### config.mk
export PLATFORM = sky130hd
export DESIGN_NAME = instr_exec_unit
export DESIGN_NICKNAME = d
export VERILOG_FILES = /design/src/rtl/instr_exec_unit.sv
export SDC_FILE = /design/constraint.sdc
export NUM_CORES = 1
export LEC_CHECK = 0
export ABC_CLOCK_PERIOD_IN_PS = 4900
export CAP_MARGIN = 20
export CORE_MARGIN = 3
export CORE_UTILIZATION = 62
export CTS_BUF_LIST = sky130_fd_sc_hd__clkbuf_2
export DETAILED_ROUTE_END_ITERATION = 7
export MAX_ROUTING_LAYER = met4
export PLACE_DENSITY = 0.83
export SLEW_MARGIN = 20
export SYNTH_ARGS = -nofsm -noshare
export SYNTH_HDL_FRONTEND = slang
export SYNTH_SLANG_ARGS = --single-unit
### constraint.sdc
create_clock -name clk -period 4.9 [get_ports clk]
set_input_delay 0.98 -clock clk [delete_from_list [all_inputs] [get_ports clk]]
set_output_delay 0.98 -clock clk [all_outputs]
set_load 0.01 [all_outputs]
### src/rtl/instr_exec_unit.sv
// instr_exec_unit: handshaked instruction decoder/executor with register file, ALU and flags.
// Optional build macro INSTR_EXEC_ILLEGAL_TRAP_EN: an illegal opcode halts the unit instead of acting as a NOP.
module instr_exec_unit #(
    parameter int DATA_W = 8,
    parameter int REG_AW = 3,
    localparam int IW = 4 + 2*REG_AW + DATA_W
) (
    input  logic              clk,
    input  logic              rst_n,
    input  logic [IW-1:0]     id,
    input  logic              id_valid,
    output logic              id_ready,
    input  logic [REG_AW-1:0] rd_addr,
    output logic [DATA_W-1:0] rd_data,
    output logic [DATA_W-1:0] result,
    output logic              result_valid,
    output logic              flag_z,
    output logic              flag_c,
    output logic              flag_n,
    output logic              halted,
    output logic              illegal
);
`ifdef INSTR_EXEC_ILLEGAL_TRAP_EN
    localparam bit TRAP = 1'b1;
`else
    localparam bit TRAP = 1'b0;
`endif
    localparam logic [DATA_W:0] ONE = {{DATA_W{1'b0}}, 1'b1};

    typedef enum logic [1:0] {S_IDLE, S_EXEC, S_WB, S_HALT} state_t;

    state_t              state, state_nx;
    logic [IW-1:0]       ir;
    logic [DATA_W-1:0]   regs [2**REG_AW];
    logic [3:0]          op;
    logic [REG_AW-1:0]   dst, src;
    logic [DATA_W-1:0]   imm, a, b;
    logic [DATA_W:0]     alu, alu_q;
    logic                we, we_q, ill, stop, wb_ill;

    assign op       = ir[IW-1 -: 4];
    assign dst      = ir[IW-5 -: REG_AW];
    assign src      = ir[IW-5-REG_AW -: REG_AW];
    assign imm      = ir[DATA_W-1:0];
    assign a        = regs[dst];
    assign b        = regs[src];
    assign stop     = (op == 4'b1000) || (TRAP && ill);
    assign wb_ill   = (state == S_WB) && ill;
    assign id_ready = state == S_IDLE;
    assign halted   = state == S_HALT;
    assign rd_data  = regs[rd_addr];

    // ALU: MSB of alu carries the carry-out/borrow; both operands are read before any write.
    always_comb begin
        alu = '0;
        we  = 1'b1;
        ill = 1'b0;
        case (op)
            4'b0001: alu = {1'b0, a} + {1'b0, b};
            4'b0011: alu = {1'b0, a} - {1'b0, b};
            4'b0100: alu = {1'b0, a & b};
            4'b0101: alu = {1'b0, a} + ONE;
            4'b0110: alu = {1'b0, a} - ONE;
            4'b0111: alu = {1'b0, a | b};
            4'b1001: alu = {1'b0, b};
            4'b1010: alu = {1'b0, a ^ b};
            4'b1100: alu = {1'b0, imm};
            4'b0000, 4'b1000: we = 1'b0;
            default: begin
                we  = 1'b0;
                ill = 1'b1;
            end
        endcase
    end

    // Next-state: accept in IDLE, fixed EXEC/WB sequence, HALT is terminal.
    always_comb begin
        state_nx = state;
        case (state)
            S_IDLE:  state_nx = id_valid ? S_EXEC : S_IDLE;
            S_EXEC:  state_nx = S_WB;
            S_WB:    state_nx = stop ? S_HALT : S_IDLE;
            default: state_nx = S_HALT;
        endcase
    end

    // State register.
    always_ff @(posedge clk or negedge rst_n) begin
        if (!rst_n) state <= S_IDLE;
        else        state <= state_nx;
    end

    // Datapath: latch instruction, register ALU output, write back with flags.
    always_ff @(posedge clk or negedge rst_n) begin
        if (!rst_n) begin
            ir           <= '0;
            alu_q        <= '0;
            we_q         <= 1'b0;
            result       <= '0;
            result_valid <= 1'b0;
            flag_z       <= 1'b0;
            flag_c       <= 1'b0;
            flag_n       <= 1'b0;
            illegal      <= 1'b0;
            for (int i = 0; i < 2**REG_AW; i++) regs[i] <= '0;
        end else begin
            result_valid <= (state == S_WB) && !stop;
            illegal      <= TRAP ? (illegal || wb_ill) : wb_ill;
            if (state == S_IDLE && id_valid) ir <= id;
            if (state == S_EXEC) begin
                alu_q <= alu;
                we_q  <= we;
            end
            if (state == S_WB && we_q) begin
                regs[dst] <= alu_q[DATA_W-1:0];
                result    <= alu_q[DATA_W-1:0];
                flag_z    <= alu_q[DATA_W-1:0] == '0;
                flag_c    <= alu_q[DATA_W];
                flag_n    <= alu_q[DATA_W-1];
            end
        end
    end
endmodule

* Word-level counts from Yosys, hierarchy flattened *
Cells that the tools add are included.

storage, ports and cells
  flip-flop bits (word level) = 107
  input port bits = 24
  output and inout bits = 23
  word-level logic and storage cells = 74

cells by class
  $add $sub $neg = 4
  order comparisons = 4
  equal/unequal tests = 13
  mux-type cells = 18
  bitwise logic cells = 6
  reduce and logical (&&, ||, !) cells = 11

operator list
  operator                                                   count
  one-hot mux 9 bit (9 select lines)                         1
  binary-select mux 8 bit (select 3 bit)                     3
  bitwise mux 64 bit                                         1
  2-to-1 mux 8 bit                                           7
  demux 8 bit (select 3 bit)                                 1
  == test 4 x 3 -> 1 bit (second input constant)             4
  == test 4 bit (second input constant)                      4
  greater-or-equal comparator 4 bit (second input constant)  3
  inverter 3 -> 4 bit                                        3
  OR reduction 11 bit                                        1
  adder 8 x 1 -> 9 bit (second input constant)               1
  adder 8 x 8 -> 9 bit                                       1
  OR reduction 9 bit                                         1
  subtractor 8 x 1 -> 9 bit (second input constant)          1
  subtractor 8 x 8 -> 9 bit                                  1
  AND 8 bit                                                  1
  logical NOT 8 bit                                          1
  OR 8 bit                                                   1
  XOR 8 bit                                                  1
  one-hot mux 2 bit (3 select lines)                         1
  logical AND 1 bit                                          5
  == test 2 bit (second input constant)                      2
  == test 4 x 1 -> 1 bit (second input constant)             1
  == test 4 x 2 -> 1 bit (second input constant)             1
  other kinds (7)                                            9

* Depth between registers and ports, before layout *
Gate-level depths: netlist of run 1.

  word-level depth = 6
  gate-level depth with buffers = 18
  mapped depth without buffers = 17

* Least setup slack after synthesis of run 1 *
OpenSTA, ideal clock, no wires.

  kind = register to register
  from = reg ir[9]
  to = reg alu_q[8]
  setup time = 0.121 ns
  arrival time = 3.809 ns
  data required time = 4.779 ns
  slack = 0.970 ns
  stages on the path, launching flop included = 15
  buffers on the path = 2
  clock period less this slack = 3.930 ns
  path through = dfrtp_1 > clkbuf_1 > clkbuf_1 > mux2i_1 > ha_1 > or4b_2 > a32oi_1 > ha_1 > a21o_1 > a21oi_1 > nand2b_1 > a21boi_0 > o41ai_1 > xor2_1 > a22o_1

on the way
  word-level cells in the longest chain between the ends = 6
  elaborated cells on any way between the ends = 7
  those cells by class = add/sub (2); mux (4); bitwise (1)

ends and longest elaborated chain
  what                                                               line    RTL
  from (decl)                                                        33      logic [IW-1:0] ir;
  from (signal assigned)                                             109     if (state == S_IDLE && id_valid) ir <= id;
  inverter 3 -> 4 bit (not written as such) (*)                      46      assign b = regs[src];
  binary-select mux 8 bit (select 3 bit) (*)                         46
  2-to-1 mux 8 bit (not written as such) (*) (2 in series)           46
  subtractor 8 x 8 -> 9 bit or adder 8 x 8 -> 9 bit (tied branches)  60, 59
  one-hot mux 9 bit (9 select lines) (*)                             58      case (op)
  to (signal assigned)                                               111     alu_q <= alu;
  to (decl)                                                          38      logic [DATA_W:0] alu, alu_q;

Mark *: on every way between the ends. The rest lies on a longest branch, timed or not. The select of a mux whose other input is x is not followed.
A chain may end at the register's enable or synchronous reset.

* Final worst setup path of run 1 *
  from = reg ir[10]
  to = reg alu_q[8]

Same word-level chain as after synthesis.

==> qor_table.md, run 1 <==
| Item | Value |
| --- | --- |
| Outcome | finished, final reports clean |
| Area of all placed cells without fillers | 0.00796 mm^2 |
| Leakage power figure | 3.64 nW |
| Worst Tran Pin Value | 1.10 ns |
| Worst-path maximum fanout | 15 |
| Die height | 115 um |
| Power share of the combinational group | 0.634 |
| Pins Over Slew Limit | 0 |
| Fin crit share | 0.868 |
| Routed length per placed instance | 24.3 um |
| Clock tree from TritonCTS | built |
| Most used cells in the layout excluding fill and tap cells | sky130_fd_sc_hd__dfrtp_1, sky130_fd_sc_hd__mux2_2, sky130_fd_sc_hd__nand2_1 |
| Die X-Extent | 115 um |
| Critical path start-end classification | flop to flop |
| Number of ports placed on the die boundary | 47 |
| Internal Dissipation | 0.00320 W |
| Highest achievable clock rate | 235 MHz |
| Number of resized instances in the post-cts repair step | 0 |
| First-pass DRT Iterations | 5 |
| Aggregate routed wire length | 20500 um |
| Sort of element at the start of the critical path | flop |
| Fraction of layout cells with a size suffix above 1 | 0.237 |
| Max clock buf depth | 2 |
| Antenna Cells | 0 |
| Core area | 0.0112 mm^2 |
| Buffer type at the clock tree root | sky130_fd_sc_hd__clkbuf_2 |
| Number of warnings reported in the yosys synthesis log | 0 |
| Total track usage | 0.339 |
| Syn nets | 726 |
| Global-route wire length before repair | 32700 um |
| VDD IR max | 380 uV |
| Type of the most critical hold path | input port to asynchronous set/reset pin |
| Data arrival time at the worst-slack endpoint | 4.89 ns |
| Sequential group share of total power | 0.299 |
| Rows | 38 |
| Count of distinct cell types in the synthesized netlist | 56 |
| Count of vias placed by the detailed router | 5875 |
| DRT antenna net count | 0 |
| Setup violation total in the final timing report | 0 |
| Area share of and/or/nand/nor cells after synthesis | 0.112 |
| Fin Setup TNS | 0 ns |
| Normalized max-slew margin | 0.263 |
| Switching Fraction | 0.480 |
| Global route total overflow | 0 |
| Worst path required time | 5.53 ns |
| Number of buffers inserted by port buffering | 46 |
| Ys flop type | sky130_fd_sc_hd__dfrtp_1 |
| Count of max-cap constraint violations | 0 |
| Share of synthesized registers carrying an async set or reset | 1.00 |
| Post-detailed-placement cell area | 0.00785 mm^2 |
| Clk pin slew, worst setup/hold paths | 0.31 ns |
| TritonCTS Buffers | 9 |
| Post-Synth XOR/XNOR Area | 0.0156 |
| Worst-skew pair later-pin latency | 0.70 ns |
| Clock skew | 0.0491 ns |
| FF/Latch Area | 0.00265 mm^2 |
| Worst-case setup slack after placement | 0.739 ns |
| Hold violation total from the final report | 0 |
| Post-synthesis share of cell area spent on full adders, half adders and majority gates | 0.0456 |
| Mapped cell area | 0.00730 mm^2 |
| Number of storage elements in the synthesis netlist | 106 |
| Multi-input combinational cell area | 0.00437 mm^2 |
| DR iter-0 viols | 628 |
| Starting utilization of the core area | 0.653 |
| Sequential cell area fraction in the yosys report | 0.363 |
| Switching pwr | 0.00296 W |
| Area Growth Syn to Fin | 9.01% |
| Die Outline Area | 0.0131 mm^2 |
| Clock power frac | 0.067 |
| Share of the synthesized area in compound gates (AO/OA/AOI/OAI) | 0.102 |
| Vias in the first global route | 5789 |
| Maximum number of pins on one net before global-route repair | 73 |
| Pwr dens | 774 mW/mm^2 |
| Final worst hold slack | 0.364 ns |
| Unrepaired setup endpoints after global routing | no |
| H-tree depth reported by CTS | 3 |
| Mapped Cells | 676 |
| Number of hold-repair buffers added at the cts stage | 0 |
| Sink count of the clock tree | 106 |
| Final WS setup | 0.646 ns |
| Dominant combinational cell family by area after synthesis | multiplexers |
| Initial antenna violation count | 0 |
| Multiplexer share of the synthesized area | 0.321 |
| Final Wtd Congestion | 0.950 |
| EDFF count, synth | 0 |
| # nets final | 750 |
| Vias per std cell | 6.95 |
| Remaining DRCs | 0 |
| Post-CTS setup repair buffer count | 0 |
| Nature of the critical path endpoint | flop |
| Post-Syn Area per Cell | 10.8 um^2 |
| Number of filler instances in the final layout | 839 |
| Post-layout min period | 4.25 ns |
| Dpl hpwl | 14900 um |
| Most frequent standard cell in the layout excluding fill and tap cells | sky130_fd_sc_hd__dfrtp_1 |
[cells by family (layout without fill, tap and decap cells)]
| group | Yosys count | count (layout) |
|---|---|---|
| compound gates | 113 | 113 |
| xor+xnor | 13 | 13 |
| buf+inv | 71 | 100 |
| simple gates | 183 | 183 |
| mux | 164 | 164 |
| fa+ha+maj | 26 | 26 |
| flops | 106 | 106 |
[path summary, 6_finish.rpt]
check | startpoint | to | slack, ns | cells after the start
max reg2reg | ir[10]$_DFFE_PN0P_ | alu_q[8]$_DFFE_PN0N_ | 0.65 | 14
min reg2reg | result[6]$_DFFE_PN0P_ | result[6]$_DFFE_PN0P_ | 0.53 | 2
max | ir[10]$_DFFE_PN0P_ | alu_q[8]$_DFFE_PN0N_ | 0.65 | 14
min in group clk | result[6]$_DFFE_PN0P_ | result[6]$_DFFE_PN0P_ | 0.53 | 2
max in group asynchronous | rst_n | ir[8]$_DFFE_PN0P_ | 3.53 | 2
min | rst_n | result[1]$_DFFE_PN0P_ | 0.36 | 1
[stage by stage]
stage          cells  power (W)  utilization
2_1_floorplan    676    0.00457            -
3_3_place_gp     829    0.00556        0.702
3_5_place_dp     829    0.00567        0.702
4_1_cts          845    0.00608        0.712
5_1_grt          845    0.00657        0.712
6_report         845    0.00616        0.712
[final cells by class]
| type | instances | share of cell area |
|---|---|---|
| Multi-Input combinational cell | 499 | 0.549 |
| Sequential cell | 106 | 0.333 |
| Timing Repair Buffer | 59 | 0.0698 |
| Tap cell | 140 | 0.0220 |
| Inverter | 25 | 0.0118 |
| Clock inverter | 7 | 0.00865 |
| Clock buffer | 9 | 0.00566 |
[sequential cells by signal, summed over array words and instances, names as in the netlist]
signal        count
ir               18
illegal           1
regs             64
result_valid      1
result            8
flag_c            1
alu_q             9
state             2
we_q              1
flag_z            1
[power groups by stage]
stage	clock, W	sequential (W)	combinational [W]
CTS	0.000425	0.00181	0.00385
finish	0.000414	0.00184	0.00391
global placement	0	0.00180	0.00375
global route	0.000460	0.00189	0.00422
floorplan	0	0.00150	0.00307
detailed placement	0	0.00183	0.00384
[synth_stat cells (all sizes together), types with 2 or more instances]
library cell	count	share of area
mux2i	24	0.033
buf	13	0.0099
a21oi	25	0.017
mux2	96	0.15
dfrtp	106	0.36
and2	2	0.0017
nor4	3	0.0046
o221ai	3	0.0036
a21boi	2	0.0021
nand3b	2	0.0021
a221o	2	0.0027
nand3	9	0.0062
nor2b	7	0.0060
clkbuf	33	0.017
o21ai	29	0.020
o22a	2	0.0024
ha	25	0.043
and3	3	0.0026
inv	25	0.013
a32oi	4	0.0048
a22oi	11	0.011
xor2	3	0.0036
a221oi	4	0.0048
nor2	56	0.029
nand2	78	0.040
nand2b	3	0.0026
a31oi	3	0.0026
xnor2	10	0.012
a22o	6	0.0072
a21o	4	0.0041
o211ai	2	0.0021
mux4	44	0.14
nor3b	5	0.0051
o22ai	5	0.0043
nor4b	2	0.0024
nor3	11	0.0075
[critical path: stages, from the launching register on]
cell and delay (ns):
sky130_fd_sc_hd__dfrtp_1 0.74, sky130_fd_sc_hd__mux4_2 0.31, sky130_fd_sc_hd__mux2i_1 0.11, sky130_fd_sc_hd__buf_4 0.20, sky130_fd_sc_hd__ha_1 0.30, sky130_fd_sc_hd__or4b_2 0.68, sky130_fd_sc_hd__a32oi_1 0.22, sky130_fd_sc_hd__ha_1 0.29
sky130_fd_sc_hd__a21o_1 0.18, sky130_fd_sc_hd__a21oi_1 0.22, sky130_fd_sc_hd__nand2b_1 0.16, sky130_fd_sc_hd__a21boi_0 0.11, sky130_fd_sc_hd__o41ai_1 0.33, sky130_fd_sc_hd__xor2_1 0.11, sky130_fd_sc_hd__a22o_1 0.21
[routing by layer]
layer	vias up	global-route usage	wire length, um
li1	2549	-	-
met1	2909	0.438	8040
met2	345	0.522	9920
met3	72	0.0692	1680
met4	0	0.146	894
met5	-	-	0
(Power assumes the default switching activity.)
==> run 2, diff against run 1 <==
--- a/config.mk
+++ b/config.mk
@@ -10,9 +10,10 @@
 export CORE_MARGIN = 3
 export CORE_UTILIZATION = 62
 export CTS_BUF_LIST = sky130_fd_sc_hd__clkbuf_2
+export CTS_CLUSTER_DIAMETER = 80
 export DETAILED_ROUTE_END_ITERATION = 7
 export MAX_ROUTING_LAYER = met4
-export PLACE_DENSITY = 0.83
+export PLACE_DENSITY = 0.88
 export SLEW_MARGIN = 20
 export SYNTH_ARGS = -nofsm -noshare
 export SYNTH_HDL_FRONTEND = slang
==> qor_table.md, run 2 (synthesis results as in run 1) <==
| Item | Value |
| --- | --- |
| Outcome | finished, final reports clean |
| Launch point of the critical path | ir[8]$_DFFE_PN0P_ |
| DR iter-0 viols | 781 |
| Core area | 0.0112 mm^2 |
| # nets final | 749 |
| Leakage power figure | 3.64 nW |
| Fin crit share | 0.888 |
| Number of hold-repair buffers added at the cts stage | 0 |
| Sort of element at the start of the critical path | flop |
| Most used cells in the layout excluding fill and tap cells | sky130_fd_sc_hd__dfrtp_1, sky130_fd_sc_hd__mux2_2, sky130_fd_sc_hd__nand2_1 |
| Data arrival time at the worst-slack endpoint | 4.93 ns |
| Power share of the combinational group | 0.631 |
| Cell Chain, Critical Path | mux4_2 -> mux2i_1 -> ha_1 -> nor2_1 -> o21ai_0 -> o21ai_0 -> a32oi_1 -> ha_1 -> a21o_1 -> a21oi_1 -> nand2b_1 -> a21boi_0 -> o41ai_1 -> xor2_1 -> a22o_1 |
| VDD IR max | 536 uV |
| TritonCTS Buffers | 9 |
| Pwr dens | 775 mW/mm^2 |
| Setup violation total in the final timing report | 0 |
| Antenna Cells | 0 |
| Sink count of the clock tree | 106 |
| Final Wtd Congestion | 1.01 |
| Highest achievable clock rate | 230 MHz |
| H-tree depth reported by CTS | 3 |
| Vias per std cell | 6.98 |
| Number of buffers inserted by port buffering | 46 |
| Slowest stage cell on the critical path | sky130_fd_sc_hd__dfrtp_1 |
| Critical path start-end classification | flop to flop |
| Clock skew | 0.0352 ns |
| Post-CTS setup repair buffer count | 0 |
| Clock power frac | 0.072 |
| Max clock buf depth | 2 |
| Maximum number of pins on one net before global-route repair | 71 |
| Final WS setup | 0.549 ns |
| Global-route wire length before repair | 32000 um |
| Die X-Extent | 115 um |
| Worst Tran Pin Value | 1.17 ns |
| Worst-case setup slack after placement | 0.719 ns |
| Number of ports placed on the die boundary | 47 |
| Starting utilization of the core area | 0.653 |
| Number of filler instances in the final layout | 812 |
| DRT antenna net count | 0 |
| Total track usage | 0.330 |
| Global route total overflow | 0 |
| Fraction of layout cells with a size suffix above 1 | 0.237 |
| Remaining DRCs | 0 |
| Normalized max-slew margin | 0.215 |
| Met2 routed wirelength | 9850 um |
| Die Outline Area | 0.0131 mm^2 |
| Switching pwr | 0.00293 W |
| Area Growth Syn to Fin | 9.08% |
| Routed length per placed instance | 23.8 um |
| Type of the most critical hold path | input port to asynchronous set/reset pin |
| Met3 routed WL | 1690 um |
| Worst-skew pair later-pin latency | 0.66 ns |
| Pins Over Slew Limit | 0 |
| Register containing the most flip-flops in the final layout | regs |
| Worst path required time | 5.48 ns |
| Dpl hpwl | 14700 um |
| Sequential group share of total power | 0.297 |
| Count of max-cap constraint violations | 0 |
| Multi-input combinational cell area | 0.00437 mm^2 |
| Unrepaired setup endpoints after global routing | no |
| Aggregate routed wire length | 20100 um |
| Largest registers | regs (64), ir (18), alu_q (9) |
| Die height | 115 um |
| Flip-flop count of the largest register, all copies and words added | 64 |
| Switching Fraction | 0.475 |
| Number of resized instances in the post-cts repair step | 0 |
| Worst-path maximum fanout | 8 |
| Rows | 38 |
| First-pass DRT Iterations | 5 |
| Vias in the first global route | 5806 |
| Clk pin slew, worst setup/hold paths | 0.31 ns |
| Met1 Routed Length | 7660 um |
| Count of vias placed by the detailed router | 5892 |
| Uppermost layer routed | met4 |
| Initial antenna violation count | 0 |
| Internal Dissipation | 0.00324 W |
| Buffer type at the clock tree root | sky130_fd_sc_hd__clkbuf_2 |
| R2R Path Start | ir[8]$_DFFE_PN0P_ |
| Post-layout min period | 4.35 ns |
| Fin Setup TNS | 0 ns |
| Max stage delay on crit path | 0.66 ns |
| FF/Latch Area | 0.00265 mm^2 |
| Clock tree from TritonCTS | built |
| Nature of the critical path endpoint | flop |
| Most frequent standard cell in the layout excluding fill and tap cells | sky130_fd_sc_hd__dfrtp_1 |
| Hold violation total from the final report | 0 |
-- run 2: cell types whose count changed in the layout (fill, tap and decap cells not counted) --
cell,before,now
sky130_fd_sc_hd__clkinv_8,1,0
sky130_fd_sc_hd__clkinv_1,1,0
sky130_fd_sc_hd__inv_6,2,3
sky130_fd_sc_hd__buf_4,14,13
sky130_fd_sc_hd__bufinv_16,0,1
sky130_fd_sc_hd__clkinv_2,0,1
sky130_fd_sc_hd__inv_8,2,1
-- run 2: layout make-up --
class	count	share of cell area
Clock buffer	9	0.00566
Clock inverter	7	0.0102
Inverter	25	0.0118
Multi-Input combinational cell	499	0.548
Sequential cell	106	0.333
Tap cell	140	0.0220
Timing Repair Buffer	58	0.0688
-- run 2: through the flow --
stage          utilization  area [um^2]  instances  hold WS [ns]  power [W]
6_report             0.713         7960        844         0.385    0.00617
5_1_grt              0.713         7960        844         0.390    0.00661
4_1_cts              0.713         7960        844         0.374    0.00612
3_5_place_dp         0.701         7840        828         0.467    0.00567
3_3_place_gp         0.701         7840        828         0.458    0.00555
2_1_floorplan            -         7300        676         0.439    0.00457
-- run 2: path summary, 6_finish.rpt --
check | cells past startpoint | to | slack, ns
worst max-delay path | 15 | alu_q[8]$_DFFE_PN0N_ | 0.55
worst min-delay path | 1 | flag_z$_DFFE_PN0P_ | 0.38
worst max register to register | 15 | alu_q[8]$_DFFE_PN0N_ | 0.55
worst min register to register | 2 | result[1]$_DFFE_PN0P_ | 0.52
max in group asynchronous | 2 | ir[3]$_DFFE_PN0P_ | 3.52
min in group clk | 2 | result[1]$_DFFE_PN0P_ | 0.52
-- run 2: worst max-delay path, delay by kind of cell, from the launching register on --
kind / cells / cell delay [ns]
AO/OA/AOI/OAI: 8 / 1.51
multiplexers: 2 / 1.04
adder cells (fa/ha/maj): 2 / 0.72
flip-flops: 1 / 0.66
AND/OR/NAND/NOR: 2 / 0.21
XOR/XNOR: 1 / 0.12
-- run 2: power groups by stage --
stage | registers (W) | clock network [W] | logic, W
floorplan | 0.00150 | 0 | 0.00307
global placement | 0.00180 | 0 | 0.00376
detailed placement | 0.00183 | 0 | 0.00384
CTS | 0.00181 | 0.000457 | 0.00386
global route | 0.00188 | 0.000490 | 0.00424
finish | 0.00183 | 0.000447 | 0.00389
-- run 2: metal layers --
metal,vias to the layer above,global-route usage
li1,2543,-
met1,2927,0.411
met2,345,0.520
met3,77,0.0735
met4,0,0.148
met5,-,-
